[config.mk]
export PLATFORM = sky130hd
export DESIGN_NAME = m_stopwatch_bcd
export DESIGN_NICKNAME = d
export VERILOG_FILES = /design/src/rtl/m_stopwatch_bcd.sv
export SDC_FILE = /design/constraint.sdc
export NUM_CORES = 1
export LEC_CHECK = 0
export ABC_AREA = 1
export CAP_MARGIN = 40
export CORE_ASPECT_RATIO = 0.9
export CORE_MARGIN = 2
export CORE_UTILIZATION = 45
export DETAILED_ROUTE_END_ITERATION = 8
export PLACE_DENSITY = 0.78
export SETUP_SLACK_MARGIN = 0.02
export SYNTH_ARGS = -nofsm -noshare
export SYNTH_HDL_FRONTEND = slang
export SYNTH_SLANG_ARGS = --single-unit
[constraint.sdc]
create_clock -name clk -period 1.5 [get_ports clk]
set_input_delay 0.3 -clock clk [delete_from_list [all_inputs] [get_ports clk]]
set_output_delay 0.3 -clock clk [all_outputs]
set_load 0.02 [all_outputs]
[src/rtl/m_stopwatch_bcd.sv]
// m_stopwatch_bcd: MM:SS.cc BCD stopwatch driven by a 1 ms strobe, with start/stop, lap-freeze and clear buttons
//   clk      : system clock
//   rst_n    : asynchronous active-low reset
//   tick_ms  : one-cycle 1 ms strobe
//   btn_ss   : start/stop button level (debounced, asynchronous)
//   btn_lap  : lap button level (debounced, asynchronous)
//   btn_clr  : clear button level (debounced, asynchronous)
//   disp     : {min_t, min_o, sec_t, sec_o, cs_t, cs_o}, lap latch while in LAP
//   state    : 00 IDLE, 01 RUN, 10 STOP, 11 LAP
//   running  : high in RUN or LAP
//   ovf      : one-cycle pulse after wrapping from 59:59.99 to 00:00.00
module m_stopwatch_bcd #(
    parameter int TICKS_PER_CS = 10
) (
    input  logic        clk,
    input  logic        rst_n,
    input  logic        tick_ms,
    input  logic        btn_ss,
    input  logic        btn_lap,
    input  logic        btn_clr,
    output logic [23:0] disp,
    output logic [1:0]  state,
    output logic        running,
    output logic        ovf
);
    localparam logic [1:0] IDLE = 2'b00;
    localparam logic [1:0] RUN  = 2'b01;
    localparam logic [1:0] STOP = 2'b10;
    localparam logic [1:0] LAP  = 2'b11;
    // per-digit maximum, index 0 = cs_o ... index 5 = min_t
    localparam logic [5:0][3:0] DMAX = {4'd5, 4'd9, 4'd5, 4'd9, 4'd9, 4'd9};
    localparam logic [7:0] DIV_LAST = 8'(TICKS_PER_CS - 1);

    // button vectors: bit 0 ss, bit 1 lap, bit 2 clr
    logic [2:0]      sync1_q, sync2_q, prev_q, ev;
    logic [1:0]      state_q, state_d;
    logic [7:0]      div_q, div_d;
    logic [5:0][3:0] dig_q, dig_d, lap_q, lap_d;
    logic            ovf_q, ovf_d;

    assign ev = sync2_q & ~prev_q;

    // RUN and LAP are exactly the states with bit 0 set
    always_comb begin
        state_d = state_q;
        if (ev[0])
            state_d = state_q[0] ? STOP : RUN;
        else if (ev[1] && state_q[0])
            state_d = (state_q == RUN) ? LAP : RUN;
        else if (ev[2] && state_q == STOP)
            state_d = IDLE;
    end

    always_comb begin
        logic carry;
        div_d = div_q;
        dig_d = dig_q;
        lap_d = lap_q;
        carry = 1'b0;
        if (tick_ms && state_q[0]) begin
            div_d = (div_q == DIV_LAST) ? 8'd0 : div_q + 8'd1;
            carry = (div_q == DIV_LAST);
        end
        for (int i = 0; i < 6; i++) begin
            if (carry)
                dig_d[i] = (dig_q[i] == DMAX[i]) ? 4'd0 : dig_q[i] + 4'd1;
            carry = carry && (dig_q[i] == DMAX[i]);
        end
        // carry out of min_t is the 59:59.99 wrap
        ovf_d = carry;
        if (state_d == LAP && state_q != LAP)
            lap_d = dig_q;
        if (state_d == IDLE) begin
            div_d = '0;
            dig_d = '0;
            lap_d = '0;
            ovf_d = 1'b0;
        end
    end

    always_ff @(posedge clk or negedge rst_n) begin
        if (!rst_n) begin
            sync1_q <= '0;
            sync2_q <= '0;
            prev_q  <= '0;
            state_q <= IDLE;
            div_q   <= '0;
            dig_q   <= '0;
            lap_q   <= '0;
            ovf_q   <= 1'b0;
        end else begin
            sync1_q <= {btn_clr, btn_lap, btn_ss};
            sync2_q <= sync1_q;
            prev_q  <= sync2_q;
            state_q <= state_d;
            div_q   <= div_d;
            dig_q   <= dig_d;
            lap_q   <= lap_d;
            ovf_q   <= ovf_d;
        end
    end

    assign disp    = (state_q == LAP) ? lap_q : dig_q;
    assign state   = state_q;
    assign running = state_q[0];
    assign ovf     = ovf_q;
endmodule

Word-level counts from Yosys, hierarchy flattened
Index checks and enable logic that the tools add are counted.
- output and inout bits: 28
- input port bits: 6
- bits in registers: 68
- logic and storage cells: 84
- $add $sub $neg: 7
- eq/ne operators: 12
- reductions and logical operators: 19
- bitwise operators: 2
- muxes and demuxes: 26
- operators with widths (cell ; number):
    2-to-1 mux 24 bit ; 4
    2-to-1 mux 4 bit ; 12
    adder 4 x 1 -> 4 bit, second input constant ; 6
    2-to-1 mux 8 bit ; 3
    == test 4 bit, second input constant ; 4
    nonzero test 2 bit ; 8
    logical AND 1 bit ; 10
    2-to-1 mux 2 bit ; 5
    adder 8 x 1 -> 8 bit, second input constant ; 1
    == test 4 x 3 -> 1 bit, second input constant ; 2
    == test 8 x 4 -> 1 bit, second input constant ; 1
    == test 2 bit, second input constant ; 3
    bitwise AND 3 bit ; 1
    inverter 3 bit ; 1
    == test 2 x 1 -> 1 bit, second input constant ; 1
    logical NOT 2 bit ; 1
    2-to-1 mux 1 bit ; 2
    inequality test 2 bit, second input constant ; 1

Longest topological paths before layout
- depth after elaboration: 10
- mapped depth: 10
- depth with buffers taken out: 10

Least setup slack after synthesis
Ideal clock, no wire load.
- kind: register to output
- start point: register state_q[0] (netlist: state[0])
- end point: output disp[0]
- buffers on the path: 2
- arrival: 1549 ps
- setup slack: -349 ps
- data required time: 1200 ps
- cell stages (with the launch flop): 5
- cell sequence: dfrtp_1 nand2_1 clkbuf_1 clkbuf_1 o21ai_0
- word-level cells in the longest chain between the ends: 2
- ends and longest elaborated chain (what ; RTL line ; source):
    start: declaration ; 36 ; logic [1:0] state_q, state_d;
    start signal: assignment ; 95 ; state_q <= state_d;
    == test 2 bit ; 103 ; assign disp = (state_q == LAP) ? lap_q : dig_q;
    2-to-1 mux 24 bit ; 103 ;
    end: declaration ; 21 ; output logic [23:0] disp,
No other way between the ends.

Worst setup path in the final report
- start point: register state_q[1] (netlist: state[1])
- end point: output disp[17]
Same word-level chain as after synthesis.

==> results.txt <==
The class of the most critical setup path is flop to output port. The count of nets left with antenna violations once routing finished came out at 0. The checks that failed: negative setup slack. After clock tree synthesis, the clock-pin slew on the worst setup and hold paths is 0.08 ns.

The tools report the remaining routing DRC violations as 0. The library cells used most frequently in the layout, excluding fill and tap cells, are buf_4 (67), dfrtp_1 (66), inv_1 (48). The startpoint identified for the worst hold timing path is sync1_q[0]. The first-iteration detailed-routing DRC count is 230. The worst setup path is captured at an output port. The maximum vdd drop was 906 µV; the data arrival time at the worst-slack endpoint was 1.54 ns. The endpoint identified for the worst register-to-register timing path is dig_q[20].

The tools report the maximum number of pins on one net before global-route repair as 69. The path depth of the worst reg2reg path is 10, and the H-tree depth is 3. For this design the top-level I/O count stands at 34. Counting flops and latches in the post-synthesis netlist gives 68. The final layout contains 567 nets. The detailed-route via count came out at 3731.

TritonCTS built the clock tree. Class of the tightest hold or removal check: flop to flop. Timing would allow up to 545 MHz. For the number of failing hold endpoints at the final stage, the log shows 0. The global-route usage over all layers was 0.242. The clock net sink count was 68; the via count of the first global-routing pass was 3522. The floorplan step defined a die boundary enclosing 0.00864 mm².

The area added between synthesis and finish was 66.9%. The library cell used most frequently in the layout, excluding fill and tap cells, is buf_4. The fraction of layout instances using a drive strength above 1 works out to 0.495. The flow ran to the end, but the final reports show violations.

The worst register-to-register path begins at dig_q[1]. The normalized max-slew margin is 0.750, and the die extent in y is 88.4 µm. The clock buffer count from CTS is 9, and the half-perimeter wire length after placement is 5470 µm. The final layout contains routed wiring with a total length of 12800 µm.

The tools report the data required time of the critical path as 1.20 ns. The number of antenna violations at the first check in global routing was 0; the leakage component of the power was 2.77 nW. Measured slew at the worst slew-check pin: 0.374 ns. Subtracting the final worst setup slack from the clock period gives 1.84 ns. The core box area was 0.00762 mm². The cell count after synthesis came out at 418.

The tree is rooted in a clkbuf_8. During synthesis, Yosys emitted a total of 0 warnings. The clock skew after layout was 0.00820 ns; the highest fanout seen on the critical path was 7. The vias per cell is 5.76. Max-cap violations in this run came to 0. The die is 97.8 µm wide. Overall power consumption after layout is estimated at 8.45 mW.

After synthesis, the mean cell area works out to 8.52 µm². Setup repair after global routing could not meet its margin everywhere. The power density over the cells is 1420 mW/mm². Number of max-slew violations in the final report: 0. The later pin in the worst-skew pair is clocked with a latency of 0.36 ns. No sink is reached through more buffers than the 2 on the longest clock path.

Number of setup violations in the final report: 82. The average detailed-routed wire length per instance was 19.8 µm. Routability-driven placement finished with a final weighted congestion of 0.788. For the sequential share of the synthesized area, the log shows 0.478. Summed over all layers, the global routing overflow is 0.

The count of port buffers added during placement was 33. The count of TritonRoute iterations in the first routing pass came out at 5. The final critical-path setup slack is -0.336 ns, and the final instance area is 0.00594 mm². The first global-routing pass estimated 16600 µm of wire.

The portion of the clock cycle consumed by the worst path in the final layout is 1.22. In this run the core area contains 30 standard-cell rows. The depth of the worst hold-timing path was 0; the initial cell density of the core was 0.467. Startpoint kind of the worst setup timing path: a flop.

After detailed placement, the total cell area comes to 0.00458 mm². The antenna diode instance count was 0; the reg2reg setup slack was -0.27 ns. The synthesized netlist contains 36 unique library cells.

When the netlist entered floorplanning its net count stood at 438. The hold path endpoint is sync2_q[0]. Summing every instance area after synthesis gives 0.00356 mm².
## critical path, cell delays in order (launching register included)
cell and delay (ns):
dfrtp_2 0.43, nand2_8 0.12, buf_12 0.17, buf_12 0.14
o21ai_2 0.14, buf_4 0.17
## sequential cells by signal (all words and copies together) (netlist names)
signal / cells
div_q: 8
state: 2
ovf: 1
dig_q: 24
sync2_q: 3
lap_q: 24
prev_q: 3
sync1_q: 3
## Yosys cell counts
cell	instances	area, µm²
dfrtp_1	68	1700
nand3_1	59	295
o21ai_0	58	290
nand2_1	57	214
inv_1	54	203
nor2_1	30	113
ha_1	14	175
a21oi_1	10	50.1
clkbuf_1	10	37.5
xor2_1	8	70.1
buf_2	5	25.0
nand4_1	5	31.3
o21ai_1	5	25.0
nor3_1	4	20.0
nor2_4	3	33.8
buf_4	2	15.0
inv_2	2	7.51
nand2_4	2	22.5
nand3_4	2	35.0
nor2_2	2	12.5
o22ai_1	2	12.5
xnor2_1	2	17.5
a211oi_1	1	7.51
a22oi_1	1	7.51
nand3_2	1	10.0
nand3b_1	1	7.51
nand4_4	1	21.3
nor2_8	1	20.0
nor3_2	1	10.0
nor3b_1	1	7.51
nor4_1	1	6.26
o211a_1	1	10.0
o211ai_4	1	21.3
o21a_1	1	7.51
o22a_1	1	8.76
o32ai_1	1	8.76
## kinds of logic (layout without fill, tap and decap cells)
family / after synthesis / count (layout) / share of synthesized area
XOR/XNOR: 10 / 10 / 0.0246
AO/OA/AOI/OAI: 82 / 82 / 0.126
adder cells (fa/ha/maj): 14 / 14 / 0.0492
flip-flops: 68 / 68 / 0.478
AND/OR/NAND/NOR: 171 / 171 / 0.241
buffers and inverters: 73 / 207 / 0.0808
## metrics by stage
stage / setup slack, ns / util / setup TNS, ns / hold slack [ns] / std cells
final: -0.336 / 0.780 / -16.41 / 0.351 / 648
after global routing: -0.359 / 0.780 / -21.09 / 0.367 / 648
after CTS: -0.242 / 0.698 / -6.68 / 0.353 / 626
after detailed placement: -0.298 / 0.602 / -10.63 / 0.335 / 590
after global placement: -0.279 / 0.602 / -9.64 / 0.332 / 590
after floorplan: -0.0894 / - / -0.853 / 0.00441 / 418
## worst max-delay path by stage
stage                     startpoint       end  slack (ns)  depth (start not counted)
after global routing        state[1]  disp[17]       -0.36                          5
after CTS                   state[0]  disp[19]       -0.24                          5
after global placement      state[1]   disp[5]       -0.28                          5
after detailed placement    state[1]  disp[10]       -0.30                          5
after floorplan             state[0]   disp[3]       -0.09                          3
final                       state[1]  disp[17]       -0.34                          5
## per-layer routing
metal	GRT usage	part of all wire	vias up
met1	0.291	0.38	1834
met3	0.0608	0.064	68
met5	0	0	-
met2	0.426	0.51	186
li1	-	-	1643
met4	0.0972	0.050	0
## what timing repair did
| action | CTS | global route |
|---|---|---|
| endpoints found under the hold margin | 68 | 0 |
| endpoints found under the setup margin | 53 | 82 |
| hold buffers | 1 | 0 |
| gates cloned | 5 | 8 |
| gates resized for setup | 225 | 96 |
| pin swaps | 13 | 20 |
| setup buffers | 16 | 17 |
## area by class of cell
type,count,area [µm²]
flip-flops and latches,68,1700
fillers,448,1680
repair buffers,135,1500
well taps,96,120
clock inverters,6,111
clock buffers,10,138
inverters,56,213
multi-input cells,277,2150
## where the power goes
group / total (mW) / switching, mW / internal [mW]
clock network: 1.90 / 0.753 / 1.15
registers: 2.10 / 0.125 / 1.97
logic: 4.45 / 2.30 / 2.15
Note: power is estimated with default switching activity, not from simulation.
==> variant 1 (same settings) <==
One comparison of `div_q` changes from == to >=.
--- a/src/rtl/m_stopwatch_bcd.sv
+++ b/src/rtl/m_stopwatch_bcd.sv
@@ -60,5 +60,5 @@
         if (tick_ms && state_q[0]) begin
             div_d = (div_q == DIV_LAST) ? 8'd0 : div_q + 8'd1;
-            carry = (div_q == DIV_LAST);
+            carry = (div_q >= DIV_LAST);
         end
         for (int i = 0; i < 6; i++) begin
Formal check against the unedited RTL: same outputs for any inputs over 10 cycles, from zero or initial values and one cycle with rst_n low; that may be too few to reach the edited logic, so the function may still have changed.
==> variant 1 against the unedited design <==
  * The run ends with design-rule violations, negative setup slack left
  * Sequential cell count stayed put
  * Final area is 1.2% higher
  * Wire length is 1.6% lower
  * Critical path depth stayed put
  * Power is 28% lower
  * Synthesized area is 2.4% lower
  * Worst setup slack better by 0.021 ns
  * Die area is 2.3% lower
==> variant 1: results (changes against the unedited design) <==
Placement
  • RD Place Congestion: 0.8582 (was 0.7879)
  • Hpwl dp: 5521 um (was 5469 um)
  • Placed Cells: 569 (was 590)
  • Placed instance area: 0.004531 mm^2 (was 0.004584 mm^2)

Outcome
  • Violated checks: design-rule violations, negative setup slack (was negative setup slack)
  • Status: finished with violations (unchanged)

Logic synthesis
  • Synth cell count leaders: 68 x dfrtp_1, 67 x nand2_1, 55 x inv_1 (was 68 x dfrtp_1, 59 x nand3_1, 58 x o21ai_0)
  • Adder-cell share of the synthesized area: 5.400% (was 4.919%)
  • Syn Area/Cell: 8.777 um^2 (was 8.519 um^2)
  • Mux cell area share after synthesis: 0.2880% (was 0%)
  • XOR/XNOR share of the synthesized area: 3.276% (was 2.460%)
  • Compound-Gate Fraction of Synth Area: 12.92% (was 12.61%)
  • Cell variety after synth: 32 (was 36)

Route
  • Drt drc: 1 (was 0)
  • Post-Route WL: 12,640 um (was 12,840 um)
  • DR iter-0 viols: 165 (was 230)
  • Routed via count: 3,567 (was 3,731)
  • WL/cell: 20.48 um (was 19.81 um)
  • Pre-antenna DRT Iters: 7 (was 5)

Critical path
  • CP max FO: 6 (was 7)
  • Reg2reg setup slack: -0.30 ns (was -0.27 ns)
  • Worst EP arrival: 1.51 ns (was 1.54 ns)
  • RR Endpoint: lap_q[2] (was dig_q[20])
  • Crit path to: disp[23] (was disp[17])
  • R2R cell count: 9 (was 10)

Finish
  • Layout Nets: 538 (was 567)
  • Proportion of layout cells with a drive suffix above 1: 55.66% (was 49.46%)

STA
  • Setup TNS: -18.38 ns (was -16.41 ns)
  • Final worst slack: -0.3142 ns (was -0.3355 ns)
  • Worst clock skew: 0.01105 ns (was 0.008197 ns)
  • Setup violators final: 84 (was 82)
  • Final Hold Slack: 0.3391 ns (was 0.3507 ns)
  • Slew margin rel.: 71.14% (was 75.05%)

Clock network
  • Max clock buf depth: 2 (unchanged)

Global route
  • GRT Util Overall: 24.89% (was 24.23%)
  • Vias in the first global route: 3,434 (was 3,522)

Power and ir drop
  • Pleak: 2.679 nW (was 2.765 nW)
  • Worst vdd ir: 0.0006570 V (was 0.0009059 V)
  • Sw Share: 37.16% (was 37.62%)
-- variant 1: changes by cell type after synthesis, moves of 7 or more --
cell,unedited run,this run
nand3_1,59,33
o22ai_1,2,26
nor2_1,30,22
o21ai_0,58,38
nand2_1,57,67
nand2_2,0,7
-- variant 1: power by group through the flow --
| stage | Clock [mW] | Sequential [mW] | Combinational (mW) |
|---|---|---|---|
| final | 1.40 | 2.04 | 2.65 |
| after detailed placement | 0 | 2.04 | 1.38 |
| after global placement | 0 | 2.04 | 1.34 |
| after global routing | 1.50 | 2.05 | 2.76 |
| after floorplan | 0 | 2.07 | 0.745 |
| after CTS | 1.38 | 2.02 | 2.01 |
-- variant 1: what timing repair did --
item,CTS,global route
hold buffers,1,0
endpoints found under the hold margin,68,0
resized for setup,227,137
buffers inserted,15,8
cloned,7,2
endpoints found under the setup margin,85,81
pin swaps,16,39
-- variant 1: worst max-delay path, stage by stage, from the launching register on --
cell     delay [ns]
dfrtp_2        0.42
nand2_8        0.11
buf_6          0.15
buf_16         0.14
o21ai_1        0.16
buf_4          0.17
-- variant 1: per-layer routing --
| layer | GRT usage [%] | up-vias | wire length [um] | share of wire [%] |
|---|---|---|---|---|
| met5 | 0 | - | 0 | 0 |
| met4 | 11.01 | 0 | 443 | 3.5 |
| met3 | 5.377 | 47 | 767 | 6.1 |
| met2 | 44.89 | 158 | 6705 | 53 |
| met1 | 28.81 | 1800 | 4718 | 37 |
| li1 | - | 1562 | - | - |
-- variant 1: cell type report --
class | instances | area [um^2]
clock inverter | 2 | 10.01
inverter | 57 | 225.2
multi-input combinational | 260 | 2477
fill | 381 | 1491
clock buffer | 13 | 158.9
timing repair buffer | 121 | 1320
sequential | 68 | 1704
tap | 96 | 120.1
==> variant 2 (same settings) <==
Without the edit above. Change the parameter `TICKS_PER_CS` from 10 to 5.
--- a/src/rtl/m_stopwatch_bcd.sv
+++ b/src/rtl/m_stopwatch_bcd.sv
@@ -11,5 +11,5 @@
 //   ovf      : one-cycle pulse after wrapping from 59:59.99 to 00:00.00
 module m_stopwatch_bcd #(
-    parameter int TICKS_PER_CS = 10
+    parameter int TICKS_PER_CS = 5
 ) (
     input  logic        clk,
Behaviour: not the same (a bounded check fails within 10 cycles, from zero or initial values and one cycle with rst_n low).
==> variant 2 against the unedited design <==
  * The flow still finishes with violations (negative setup slack)
  * Clock power down 15%
  * Power grew 4.7%
  * Synthesized area grew 1.2%
  * Worst setup slack lost 0.014 ns
  * Final area is 5.5% lower
  * Maximum frequency fell by 0.77%
  * Sequential cell count did not move
  * Wire length increased by 3.5%
  * Clock skew up 0.0043 ns
  * Via count increased by 5.5%
  * Critical path type is now flop to flop
  * Final cell count grew 2.0%
  * Utilization down 4.6 points
  * Largest power group unchanged
  * Sequential share of layout area up 1.6 points
==> variant 2: results (changes against the unedited design) <==
Outcome
  • Violated checks: negative setup slack (unchanged)
  • Status: finished with violations (unchanged)

Route
  • DR iter-0 viols: 399 (was 230)
  • Via density: 5.958 (was 5.758)
  • Routed via count: 3,938 (was 3,731)
  • WL/cell: 20.11 um (was 19.81 um)

Critical path
  • Slowest stage cell, crit path: dfrtp_1 (was dfrtp_2)
  • Worst EP arrival: 2.06 ns (was 1.54 ns)
  • CP max FO: 5 (was 7)
  • R2R cell count: 8 (was 10)
  • Crit path to: dig_q[9] (was disp[17])

Logic synthesis
  • Syn Area/Cell: 8.119 um^2 (was 8.519 um^2)
  • Synth cell count leaders: 68 x dfrtp_1, 66 x nand2_1, 65 x o21ai_0 (was 68 x dfrtp_1, 59 x nand3_1, 58 x o21ai_0)
  • Largest cells by area after synthesis: dfrtp_1 47%, o21ai_0 9.0%, nand3_1 7.2%, nand2_1 6.9%, inv_1 6.7% (was dfrtp_1 48%, nand3_1 8.3%, o21ai_0 8.2%, nand2_1 6.0%, inv_1 5.7%)
  • Post-synthesis net count: 464 (was 438)
  • Sequential area share after synthesis: 47.21% (was 47.79%)
  • Cell variety after synth: 31 (was 36)

Global route
  • Vias in the first global route: 3,419 (was 3,522)
  • Global-route wire length before repair: 16,220 um (was 16,620 um)
  • GRT Util Overall: 23.34% (was 24.23%)
  • Largest net degree at the start of global routing: 43 (was 69)

Finish
  • Layout Nets: 580 (was 567)
  • Proportion of layout cells with a drive suffix above 1: 43.19% (was 49.46%)
  • Fillers: 462 (was 448)

STA
  • Actual slew at the worst max-slew pin: 0.4887 ns (was 0.3743 ns)
  • Setup TNS: -14.55 ns (was -16.41 ns)
  • Final worst slack: -0.3498 ns (was -0.3355 ns)
  • Worst clock skew: 0.01251 ns (was 0.008197 ns)
  • Final Hold Slack: 0.3569 ns (was 0.3507 ns)
  • Setup violators final: 79 (was 82)

Power and ir drop
  • Pleak: 2.611 nW (was 2.765 nW)
  • Worst vdd ir: 0.001007 V (was 0.0009059 V)

Clock network
  • CTS clk-pin slew, worst paths: 0.08 ns (about the same)

Placement
  • Placed instance area: 0.004521 mm^2 (was 0.004584 mm^2)
  • Hpwl dp: 5956 um (was 5469 um)
  • Post-place setup slack: -0.2917 ns (was -0.2977 ns)
  • RD Place Congestion: 0.8178 (was 0.7879)

Hold path
  • Worst hold path class: flop to flop (unchanged)
## variant 2: changes by cell type after synthesis, sizes merged, moves of 6 or more
| cell | unedited run | this run |
|---|---|---|
| nand4 | 6 | 18 |
| buf | 7 | 13 |
| nand3 | 62 | 53 |
| nand2 | 59 | 70 |
| inv | 56 | 68 |
| o21ai | 63 | 69 |
## variant 2: final cells by class
cell class                 count  area, um^2  share of cell area, %
multi-input combinational    290        1989                  35.42
sequential                    68        1703                  30.32
timing repair buffer         123        1334                  23.75
inverter                      68       267.8                  4.767
clock buffer                  12       155.1                  2.762
tap                           96       120.1                  2.139
clock inverter                 4       47.55                 0.8465
## variant 2: kinds of logic after synthesis
| group | share of synthesized area (%) |
|---|---|
| AOI/OAI and AO/OA | 13.09 |
| xor gates and xnor gates | 1.458 |
| adders and majority gates | 4.859 |
| buffers and inverters | 9.754 |
| DFF | 47.21 |
| and+or+nand+nor | 23.64 |
## variant 2: repair_timing
item / CTS / global route
endpoints found under the setup margin: 56 / 80
gates cloned: 1 / 11
endpoints found under the hold margin: 15 / 0
hold buffers: 1 / 0
pin swaps: 20 / 25
buffers inserted: 11 / 17
resized for setup: 209 / 71
## variant 2: where the power goes
| group | internal, mW | switching (mW) | total, mW |
|---|---|---|---|
| Clock | 0.854 | 0.758 | 1.61 |
| Combinational | 2.26 | 2.66 | 4.91 |
| Sequential | 2.08 | 0.235 | 2.32 |
| Total | 5.20 | 3.65 | 8.85 |
## variant 2: layer usage
| metal | GRT usage, % | vias to the layer above | share of wire, % | routed length, um |
|---|---|---|---|---|
| li1 | - | 1703 | - | - |
| met5 | 0 | - | 0 | 0 |
| met4 | 10.09 | 0 | 7.4 | 986 |
| met2 | 37.54 | 276 | 46 | 6133 |
| met3 | 6.333 | 95 | 9.7 | 1283 |
| met1 | 30.19 | 1864 | 37 | 4889 |
